`config.mk`:
```
export PLATFORM = sky130hd
export DESIGN_NAME = riscv_ifetch_biu
export DESIGN_NICKNAME = d
export VERILOG_FILES = /design/src/rtl/riscv_ifetch_biu.sv
export SDC_FILE = /design/constraint.sdc
export NUM_CORES = 1
export LEC_CHECK = 0
export BUFFER_PORTS_ARGS = -buffer_cell sky130_fd_sc_hd__buf_2
export CORE_AREA = 3 3 187 153
export DETAILED_ROUTE_END_ITERATION = 16
export DIE_AREA = 0 0 190 156
export PLACE_DENSITY = 0.76
export SYNTH_ARGS = -nofsm -noshare
export SYNTH_HDL_FRONTEND = slang
export SYNTH_SLANG_ARGS = --single-unit
```
`constraint.sdc`:
```
create_clock -name clk -period 5.3 [get_ports clk]
set_input_delay 0 -clock clk [delete_from_list [all_inputs] [get_ports clk]]
set_output_delay 0 -clock clk [all_outputs]
set_load 0.03 [all_outputs]
```
`src/rtl/riscv_ifetch_biu.sv`:
```
// riscv_ifetch_biu: in-order instruction-fetch bus interface with PC-tagged parcel FIFO and flush discard.
// Define RISCV_IFETCH_BYPASS_EN to present a response arriving at an empty FIFO in the same cycle.
module riscv_ifetch_biu #(
  parameter int XLEN = 32,
  parameter logic [XLEN-1:0] PC_INIT = 'h200,
  parameter int PARCEL_SIZE = 32,
  parameter int FIFO_DEPTH = 4,
  parameter int MAX_OUTSTANDING = 2
) (
  input  logic                     clk,
  input  logic                     rstn,
  input  logic [XLEN-1:0]          if_nxt_pc,
  input  logic                     if_stall,
  input  logic                     if_flush,
  output logic                     if_stall_nxt_pc,
  output logic [PARCEL_SIZE-1:0]   if_parcel,
  output logic [XLEN-1:0]          if_parcel_pc,
  output logic [PARCEL_SIZE/16-1:0] if_parcel_valid,
  output logic                     if_parcel_misaligned,
  output logic                     if_parcel_page_fault,
  output logic                     ibus_req,
  output logic [XLEN-1:0]          ibus_addr,
  input  logic                     ibus_gnt,
  input  logic                     ibus_rvalid,
  input  logic [PARCEL_SIZE-1:0]   ibus_rdata,
  input  logic                     ibus_err
);
  localparam int FW = $clog2(FIFO_DEPTH);
  localparam int CW = FW + 1;
  localparam int TW = MAX_OUTSTANDING > 1 ? $clog2(MAX_OUTSTANDING) : 1;
  localparam int OW = $clog2(MAX_OUTSTANDING + 1);
  localparam int NV = PARCEL_SIZE / 16;

  logic [OW-1:0]          out_q, out_d, disc_q, disc_d;
  logic [XLEN-1:0]        tag_pc_q [MAX_OUTSTANDING];
  logic [TW-1:0]          tag_wp_q, tag_wp_d, tag_rp_q, tag_rp_d;
  logic [PARCEL_SIZE-1:0] fifo_data_q [FIFO_DEPTH];
  logic [XLEN-1:0]        fifo_pc_q [FIFO_DEPTH];
  logic [FIFO_DEPTH-1:0]  fifo_mis_q, fifo_err_q;
  logic [FW-1:0]          fifo_wp_q, fifo_wp_d, fifo_rp_q, fifo_rp_d;
  logic [CW-1:0]          fifo_cnt_q, fifo_cnt_d;
  logic                   can_req, accept, take, byp, push, pop, empty;
  logic [XLEN-1:0]        tag_pc;

  function automatic logic [TW-1:0] tag_nxt(input logic [TW-1:0] p);
    return (int'(p) == MAX_OUTSTANDING - 1) ? '0 : p + TW'(1);
  endfunction

  always_comb begin
    empty = fifo_cnt_q == '0;
    tag_pc = tag_pc_q[tag_rp_q];
    // Credit counts FIFO entries plus responses still owed to the FIFO, so a push never finds it full.
    can_req = rstn & ~if_flush & (int'(out_q) < MAX_OUTSTANDING)
            & (int'(out_q) - int'(disc_q) + int'(fifo_cnt_q) < FIFO_DEPTH);
    accept = can_req & ibus_gnt;
    take = ibus_rvalid & (disc_q == '0) & ~if_flush;
`ifdef RISCV_IFETCH_BYPASS_EN
    byp = empty & ibus_rvalid & (disc_q == '0);
`else
    byp = 1'b0;
`endif
    push = take & ~(byp & ~if_stall);
    pop = ~empty & ~if_stall & ~if_flush;
    out_d = out_q + OW'(accept) - OW'(ibus_rvalid);
    disc_d = if_flush ? out_q - OW'(ibus_rvalid)
           : (ibus_rvalid & (disc_q != '0)) ? disc_q - OW'(1) : disc_q;
    tag_wp_d = if_flush ? '0 : accept ? tag_nxt(tag_wp_q) : tag_wp_q;
    tag_rp_d = if_flush ? '0 : take ? tag_nxt(tag_rp_q) : tag_rp_q;
    fifo_wp_d = if_flush ? '0 : fifo_wp_q + FW'(push);
    fifo_rp_d = if_flush ? '0 : fifo_rp_q + FW'(pop);
    fifo_cnt_d = if_flush ? '0 : fifo_cnt_q + CW'(push) - CW'(pop);
    ibus_req = can_req;
    ibus_addr = {if_nxt_pc[XLEN-1:2], 2'b00};
    if_stall_nxt_pc = ~accept;
    if_parcel_valid = {NV{(~empty | byp) & ~if_flush}};
    if_parcel = byp ? ibus_rdata : fifo_data_q[fifo_rp_q];
    if_parcel_pc = byp ? tag_pc : fifo_pc_q[fifo_rp_q];
    if_parcel_misaligned = byp ? |tag_pc[1:0] : fifo_mis_q[fifo_rp_q];
    if_parcel_page_fault = byp ? ibus_err : fifo_err_q[fifo_rp_q];
  end

  always_ff @(posedge clk or negedge rstn) begin
    if (!rstn) begin
      out_q <= '0;
      disc_q <= '0;
      tag_wp_q <= '0;
      tag_rp_q <= '0;
      fifo_wp_q <= '0;
      fifo_rp_q <= '0;
      fifo_cnt_q <= '0;
      fifo_mis_q <= '0;
      fifo_err_q <= '0;
      for (int i = 0; i < MAX_OUTSTANDING; i++) tag_pc_q[i] <= PC_INIT;
      for (int i = 0; i < FIFO_DEPTH; i++) begin
        fifo_data_q[i] <= '0;
        fifo_pc_q[i] <= PC_INIT;
      end
    end else begin
      out_q <= out_d;
      disc_q <= disc_d;
      tag_wp_q <= tag_wp_d;
      tag_rp_q <= tag_rp_d;
      fifo_wp_q <= fifo_wp_d;
      fifo_rp_q <= fifo_rp_d;
      fifo_cnt_q <= fifo_cnt_d;
      if (accept) tag_pc_q[tag_wp_q] <= if_nxt_pc;
      if (push) begin
        fifo_data_q[fifo_wp_q] <= ibus_rdata;
        fifo_pc_q[fifo_wp_q] <= tag_pc;
        fifo_mis_q[fifo_wp_q] <= |tag_pc[1:0];
        fifo_err_q[fifo_wp_q] <= ibus_err;
      end
    end
  end

  always_ff @(posedge clk) if (rstn) assert (!(push && !pop && fifo_cnt_q == CW'(FIFO_DEPTH)));
endmodule
```
# Word level (Yosys, flattened, before mapping)
# Cells that the tools add are included.
[word_totals] reg_bits=341 input_bits=71 output_inout_bits=102 elab_cells=105
[op_classes] addsub=12 n_lt_le_gt_ge=11 mux=35 bitwise_logic=18 reduce_logical=10
[op_table] cell="32-bit two-way mux" count=9
[op_table] cell="128-bit bitwise mux" count=2
[op_table] cell="32-bit binary-select mux with 2-bit select" count=2
[op_table] cell="64-bit bitwise mux" count=1
[op_table] cell="32-bit demux with 2-bit select" count=1
[op_table] cell="32-bit demux with 1-bit select" count=1
[op_table] cell="1-bit bitwise AND" count=10
[op_table] cell="1-bit two-way mux" count=9
[op_table] cell="4-bit bitwise mux" count=2
[op_table] cell="2-bit two-way mux" count=4
[op_table] cell="2-bit nonzero test" count=4
[op_table] cell="2-bit by 1-bit adder with 2-bit output" count=3
[op_table] cell="3-bit >= comparator, second input constant" count=2
[op_table] cell="2-bit by 3-bit < comparator with 1-bit output, second input constant" count=2
[op_table] cell="2-bit NOT with 3-bit output" count=2
[op_table] cell="3-bit by 4-bit adder with 5-bit output" count=1
[op_table] cell="5-bit by 4-bit < comparator with 1-bit output, second input constant" count=1
[op_table] cell="1-bit binary-select mux with 2-bit select" count=2
[op_table] cell="2-bit >= comparator, second input constant" count=2
[op_table] cell="1-bit NOT" count=4
[op_table] cell="1-bit NOT with 2-bit output" count=2
[op_table] cell="2-bit by 1-bit subtractor with 2-bit output" count=2
[op_table] cell="3-bit by 1-bit adder with 3-bit output" count=1
[op_table] cell="1-bit logical AND" count=3
[op_table] cell="13 further kinds" count=14

# Depth between registers and ports, before layout
# Gate-level depths: netlist (run 1).
[logic_depth] word_depth=7 ltp_mapped=12 depth_no_buf=12

# Least setup slack after synthesis (run 1)
# OpenSTA, ideal clock, no wires.
[synth_path] path_type="flip-flop to flip-flop" startpoint="reg out_q[0]" endpoint="reg out_q[1]" setup_ns=0.127 arrival_ns=2.688 t_required_ns=5.173 path_slack_ns=2.485 path_stages_with_launch=13 n_path_buf=0 synth_period_minus_slack_ns=2.815 cell_sequence="dfrtp_1 -> inv_1 -> ha_1 -> inv_1 -> fa_1 -> ha_1 -> and3b_1 -> o22a_2 -> or2_2 -> xnor2_1 -> ha_1 -> xor2_1 -> xnor2_1"
[synth_between] elab_chain_len=7 elab_cells_between_ends=9 cone_classes="add/sub (4); order compare (2); bitwise (3)"
[synth_rtl] item="from (decl)" line_no="34" source="logic [OW-1:0] out_q, out_d, disc_q, disc_d;"
[synth_rtl] item="from (signal assigned)" line_no="99" source="out_q <= out_d;"
[synth_rtl] item="2-bit by 2-bit subtractor with 3-bit output" line_no="54" source="& (int'(out_q) - int'(disc_q) + int'(fifo_cnt_q) < FIFO_DEPTH);"
[synth_rtl] item="3-bit by 4-bit adder with 5-bit output" line_no="54"
[synth_rtl] item="5-bit by 4-bit < comparator with 1-bit output" line_no="54"
[synth_rtl] item="1-bit bitwise AND" line_no="54"
[synth_rtl] item="1-bit bitwise AND" line_no="55" source="accept = can_req & ibus_gnt;"
[synth_rtl] item="2-bit by 1-bit adder with 2-bit output (*)" line_no="64" source="out_d = out_q + OW'(accept) - OW'(ibus_rvalid);"
[synth_rtl] item="2-bit by 1-bit subtractor with 2-bit output (*)" line_no="64"
[synth_rtl] item="named net out_d[1]" line_no="34"
# Mark *: on every way through the listed nets, which the timed path passes. The rest lies on a longest branch.
# A chain may end at the register's enable or synchronous reset.

# Final worst setup path (run 1)
[layout_path] startpoint="reg out_q[0]" endpoint="reg tag_pc_q[43] in the netlist's numbering"
[layout_between] elab_chain_len=5 elab_cells_between_ends=7 cone_classes="add/sub (2); order compare (2); bitwise (3)"
[layout_rtl] item="2-bit by 2-bit subtractor with 3-bit output" line_no="54"
[layout_rtl] item="3-bit by 4-bit adder with 5-bit output" line_no="54"
[layout_rtl] item="5-bit by 4-bit < comparator with 1-bit output" line_no="54"
[layout_rtl] item="1-bit bitwise AND (*)" line_no="54"
[layout_rtl] item="1-bit bitwise AND (*)" line_no="55"
[layout_rtl] item="to (signal, indexed assignment)" line_no="106" source="if (accept) tag_pc_q[tag_wp_q] <= if_nxt_pc;"
[layout_rtl] item="to (decl)" line_no="35" source="logic [XLEN-1:0] tag_pc_q [MAX_OUTSTANDING];"
# Mark *: on every way between the ends. The rest lies on a longest branch, timed or not.

==> impl_metrics.csv, run 1 <==
group,metric,value,unit
timing,setup_violations,0,
layout,drive_gt1_frac,0.404,
synth,synth_compound_area_frac,0.0461,
route,ant_nets,0,
placement,dpl.hpwl,18600,um
route,wirelength,31600,um
placement,placed_cell_area,15800,um2
clock_network,cts.reportedPaths.clkPinSlew,0.07,ns
clock_network,cts.sinks,341,
clock_network,h-tree-depth,2,
die,core,27000,um2
route,dr.pass1.iters,5,
hold_path,whs_endpoint,"fifo_rp_q[1]$_DFF_PN0_",
worst_setup_path,arrival,3.87,ns
timing,final_max_slew_viol_count,0,
global_routing,grt_pass1_wl,51600,um
worst_setup_path,worstPathRequired,5.69,ns
timing,fin_crit_sh,0.657,
route,drt_iter0_markers,507,
timing,fmax,287,MHz
layout,final_cells,1637,
pwr,power.leakage,8.23,nW
global_routing,antenna_found_initial,0,
die,ios,173,
clock_network,post_cts_resized,0,
timing,rsz0062_at_grt,"false",
clock_network,clock_path_buffers,3,
timing,hold_violations,0,
hold_path,hold-path-cell-count,5,
timing,setup_tns,0,ns
placement,place_congestion,0.758,
clock_network,cts_tree,"built",
placement,post-place-ws,1.80,ns
layout,synthToLayoutAreaGrowth,17.7,%
die,fp.dieH,156,um
pwr,ir_drop,0.340,mV
route,wl_per_cell,19.3,um
synth,synthCells,1066,
worst_setup_path,rrSetupSlack,1.82,ns
worst_setup_path,crit_fanout,17,
clock_network,cts-root-buf,"clkbuf_16",
timing,max-slew-margin-rel,0.244,
die,start_util,0.554,
worst_setup_path,worstRegToRegCells,10,
layout,antenna_cells,0,
placement,dp_cells,1510,
hold_path,worstHoldStart,"if_stall",
route,drc,0,
hold_path,hp-class,"in -> reg",
timing,post-route-min-period,3.48,ns
layout,nets,1333,
synth,yosysSeqAreaShare,0.572,
pwr,p_per_area,512,nW/um2
global_routing,grt_pass1_vias,9621,
clock_network,post_cts_buffers,0,
pwr,total_power,0.00900,W
timing,tightest_slew,1.13,ns
route,via_count,9097,
synth,syn_area_per_cell,14.0,um2
synth,synth-warning-count,0,
worst_setup_path,worstReg2RegEnd,"tag_pc_q[43]$_DFFE_PN0P_",
synth,synth.distinct_cells,37,
clock_network,clk_latency,0.51,ns
worst_setup_path,path_class,"reg -> reg",
worst_setup_path,startpoint,"out_q[0]$_DFF_PN0_",
synth,synth_mux_area_frac,0.279,
global_routing,grt_use_total,0.218,
worst_setup_path,cp-end-kind,"flip-flop",
die,die_w,190,um
status,status,"finished clean",
placement,port_buffers,170,
die,std_cell_rows,54,
global_routing,grt_remaining_overflow,0,
clock_network,holdBufCountCts,69,
clock_network,cts_made_buffers,34,
layout,nFillCells,1961,
route,viasPerCell,5.56,
layout,final_cell_area,17600,um2
synth,synthXorXnorAreaFrac,0.00587,
die,die_area,29600,um2
timing,setup_ws,1.82,ns
synth,ys_ff_latch,341,
global_routing,grt_max_degree,183,
timing,skew,0.0156,ns
flow_run,drv_cap,0,
synth,synth_top_family_by_area,"multiplexers",
worst_setup_path,start_kind,"flip-flop",
synth,synth-simple-area-share,0.0448,
worst_setup_path,r2r_start,"out_q[0]$_DFF_PN0_",
synth,synthesis.area,14900,um2
synth,synth_fa_ha_area_frac,0.0102,
## sequential cells by signal, indices dropped and copies added (netlist names)
name	flops
fifo_data_q	128
fifo_pc_q	128
tag_pc_q	64
fifo_err_q	4
fifo_mis_q	4
fifo_cnt_q	3
disc_q	2
fifo_rp_q	2
fifo_wp_q	2
out_q	2
tag_rp_q	1
tag_wp_q	1
## worst max-delay path, stage by stage, from the launching register on
cell	delay, ns
dfrtp_1	0.37
inv_1	0.09
ha_1	0.15
inv_1	0.05
fa_1	0.43
ha_1	0.28
and3b_1	0.18
o22a_2	0.26
nor3_4	0.77
buf_4	0.41
mux2_2	0.38
## power breakdown
group	switching (W)	internal, W
Clock	0.000969	0.00136
Combinational	0.00165	0.00129
Sequential	0.000441	0.00328
## cells in the final DEF, fill, tap and decap left out, drive strengths merged, types with 2 or more instances in the layout
cell / n
dfrtp: 335
mux2: 200
buf: 181
nor2: 137
a21oi: 132
dlygate4sd3: 69
mux4: 66
clkbuf: 46
mux2i: 32
ha: 9
clkinv: 9
inv: 9
xnor2: 8
dfstp: 6
nor3: 5
nor2b: 4
nand2: 2
o21ai: 2
xor2: 2
nor3b: 2
fa: 2
conb: 2
bufinv: 2
## routing by layer
metal  GRT usage  wire length (um)
met1       0.317             14200
met2       0.354             15200
met3      0.0355              1670
met4      0.0479               508
met5           0                 0
## worst max path at each step
stage / endpoint / slack, ns / cells after the start
5_1_grt: tag_pc_q[33]$_DFFE_PN0P_ / 1.67 / 10
2_1_floorplan: out_q[1]$_DFF_PN0_ / 2.49 / 12
4_1_cts: tag_pc_q[43]$_DFFE_PN0P_ / 1.80 / 10
3_3_place_gp: tag_pc_q[38]$_DFFE_PN0P_ / 1.85 / 10
3_5_place_dp: tag_pc_q[43]$_DFFE_PN0P_ / 1.80 / 10
6_report: tag_pc_q[43]$_DFFE_PN0P_ / 1.82 / 10
## synthesized netlist by cell type
master,count,area share
a211oi_1,1,0.00050
a21oi_1,132,0.044
and3_1,1,0.00042
and3b_1,1,0.00059
and4b_1,1,0.00067
buf_1,5,0.0013
buf_2,42,0.014
buf_4,33,0.017
buf_6,4,0.0030
clkbuf_1,18,0.0045
conb_1,1,0.00025
dfrtp_1,335,0.56
dfstp_2,6,0.011
fa_1,2,0.0027
ha_1,9,0.0075
inv_1,8,0.0020
mux2_1,2,0.0015
mux2_2,168,0.13
mux2_4,30,0.030
mux2i_1,32,0.021
mux4_2,66,0.10
nand2_1,2,0.00050
nand2b_1,1,0.00042
nand3b_1,1,0.00050
nand4_2,1,0.00084
nor2_1,137,0.034
nor2b_1,4,0.0017
nor3_1,3,0.0010
nor3_2,2,0.0013
nor3b_1,2,0.0010
o21ai_0,2,0.00067
o22a_2,1,0.00067
or2_2,1,0.00042
or3_1,1,0.00042
or3b_1,1,0.00059
xnor2_1,8,0.0047
xor2_1,2,0.0012
## per-stage QoR
stage                     hold slack (ns)  utilization
final                              0.0275        0.652
after global routing               0.0550        0.652
after CTS                          0.0152        0.652
after detailed placement           0.0455        0.586
after global placement             0.0396        0.586
after floorplan                    -0.296            -
## area by class of cell
| class | instances | area (um2) | share of cell area |
|---|---|---|---|
| multi-input cells | 616 | 5800 | 0.330 |
| flip-flops and latches | 341 | 8550 | 0.487 |
| clock inverters | 12 | 114 | 0.00648 |
| clock buffers | 46 | 957 | 0.0545 |
| inverters | 8 | 30.0 | 0.00171 |
| repair buffers | 250 | 1660 | 0.0944 |
| well taps | 364 | 455 | 0.0259 |
## kinds of logic (layout without fill, tap and decap cells)
family	after synthesis	count (layout)
multiplexers	298	298
buffers and inverters	110	316
AO/OA/AOI/OAI	136	136
flip-flops	341	341
AND/OR/NAND/NOR	159	159
XOR/XNOR	10	10
adder cells (fa/ha/maj)	11	11
other	1	2
(Power assumes the default switching activity.)
==> run 2: changes to the inputs <==
- CORE_AREA: 3 3 187 153 -> 3 3 192 157
- DIE_AREA: 0 0 190 156 -> 0 0 195 160
- clock period: 5.3 -> 3.06 ns (I/O delays scaled with it)
==> impl_metrics.csv, run 2 (synthesized netlist as in run 1, its figures left out) <==
group,metric,value,unit
pwr,power.leakage,8.35,nW
route,dr.pass1.iters,5,
die,die_w,195,um
flow_run,drv_cap,0,
timing,tightest_slew,1.01,ns
layout,nFillCells,2045,
die,die_area,31200,um2
clock_network,cts.reportedPaths.clkPinSlew,0.06,ns
die,ios,173,
placement,placed_cell_area,16000,um2
clock_network,clk_latency,0.51,ns
layout,final_core_util,0.632,
hold_path,hp-class,"in -> reg",
worst_setup_path,cp-end-kind,"flip-flop",
layout,synthToLayoutAreaGrowth,19.4,%
layout,largestRegisters,"fifo_data_q (128), fifo_pc_q (128), tag_pc_q (64)",
layout,drive_gt1_frac,0.410,
clock_network,clock_path_buffers,3,
global_routing,antenna_found_initial,1,
layout,final_cell_area,17800,um2
worst_setup_path,crit_buf_inv,3,
timing,setup_tns,0,ns
pwr,p_per_area,884,nW/um2
worst_setup_path,worstPathCellList,"inv_1, ha_1, inv_1, fa_1, ha_1, and3b_1, o22a_4, or3b_4, clkbuf_16, mux2_4",
timing,max-slew-margin-rel,0.327,
worst_setup_path,path_class,"reg -> reg",
worst_setup_path,slowest_delay,0.45,ns
clock_network,h-tree-depth,2,
route,wl_per_cell,19.4,um
timing,hold_violations,0,
timing,skew,0.00868,ns
placement,port_buffers,170,
die,std_cell_rows,55,
worst_setup_path,start_kind,"flip-flop",
clock_network,cts_tree,"built",
timing,fin_crit_sh,0.950,
route,wirelength,32200,um
status,status,"finished clean",
placement,dpl.hpwl,19500,um
worst_setup_path,cp_slowest_cell,"or3b_4",
layout,nets,1347,
global_routing,grt_max_degree,151,
die,core,28200,um2
timing,final_max_slew_viol_count,0,
timing,fmax,344,MHz
layout,mostFrequentLayoutCell,"dfrtp_1",
timing,whs,0.0332,ns
worst_setup_path,crit_family,"adder cells",
worst_setup_path,arrival,3.30,ns
layout,final_cells,1660,
die,start_util,0.529,
die,fp.dieH,160,um
worst_setup_path,worstPathRequired,3.45,ns
route,via_count,9221,
clock_network,cts-root-buf,"clkbuf_16",
route,viasPerCell,5.55,
route,ant_nets,0,
clock_network,cts.sinks,341,
global_routing,grt_remaining_overflow,0,
placement,dp_cells,1525,
pwr,ir_drop,0.627,mV
layout,final_cell_mix,"dfrtp_1, buf_2, mux2_2, nor2_1, a21oi_1",
global_routing,grt_pass1_vias,9766,
route,drc,0,
worst_setup_path,crit_fanout,16,
timing,post-route-min-period,2.91,ns
placement,place_congestion,0.745,
global_routing,grt_use_total,0.208,
clock_network,cts_made_buffers,35,
timing,rsz0062_at_grt,"false",
timing,setup_violations,0,
global_routing,grt_pass1_wl,52500,um
route,drt_iter0_markers,484,
run 2: changes by cell type in the layout (fill, tap and decap cells not counted), sizes merged:
cell         delta
buf             +9
dlygate4sd3     +3
clkinvlp        +2
inv             +2
diode           +1
run 2: layout make-up:
cell class,instances,area [um2],share of cell area
antenna,1,2.50,0.000140
clock buffer,45,963,0.0540
clock inverter,16,150,0.00842
inverter,8,30.0,0.00168
multi-input combinational,616,5810,0.326
sequential,341,8550,0.479
tap,370,463,0.0260
timing repair buffer,263,1860,0.104
run 2: per-stage QoR:
step | power (W) | setup WS (ns)
2_1_floorplan | 0.0101 | 0.245
3_3_place_gp | 0.0114 | 0.130
3_5_place_dp | 0.0116 | 0.0323
4_1_cts | 0.0159 | 0.0206
5_1_grt | 0.0166 | 0.00975
6_report | 0.0158 | 0.154
run 2: per-layer routing:
layer  share of wire  up-vias  routed length, um  global-route usage
met5               0        -                  0                   0
met3           0.050       46               1610              0.0397
li1                -     4167                  -                   -
met4           0.015        0                493              0.0460
met2            0.48      220              15500               0.342
met1            0.45     4788              14600               0.292
run 2: worst min-delay path: stages:
cell and delay (ns):
buf_2 0.08, nor3_1 0.06, ha_1 0.19, xnor2_1 0.14, nor2_1 0.04
run 2: path summary, 6_finish.rpt:
path | startpoint | slack [ns] | endpoint | depth (start not counted)
worst min-delay path | if_stall | 0.03 | fifo_rp_q[1]$_DFF_PN0_ | 5
min in group asynchronous | rstn | 0.51 | fifo_data_q[34]$_DFFE_PN0P_ | 3
max in group asynchronous | rstn | 1.23 | fifo_pc_q[74]$_DFFE_PN0P_ | 4
worst max register to register | out_q[0]$_DFF_PN0_ | 0.15 | tag_pc_q[25]$_DFFE_PN0P_ | 10
worst min register to register | tag_pc_q[37]$_DFFE_PN0P_ | 0.48 | tag_pc_q[37]$_DFFE_PN0P_ | 1
worst max-delay path | out_q[0]$_DFF_PN0_ | 0.15 | tag_pc_q[25]$_DFFE_PN0P_ | 10
run 2: what timing repair did:
item | 4_1_cts | 5_1_grt
setup buffers | 0 | 0
setup endpoints to repair | 0 | 33
endpoints found under the hold margin | 253 | 0
hold buffers | 72 | 0
resized for setup | 0 | 2
run 2: report_power, final:
group	switching [W]	internal, W
combinational	0.00295	0.00228
sequential	0.000700	0.00569
clock	0.00173	0.00241
total	0.00538	0.0104
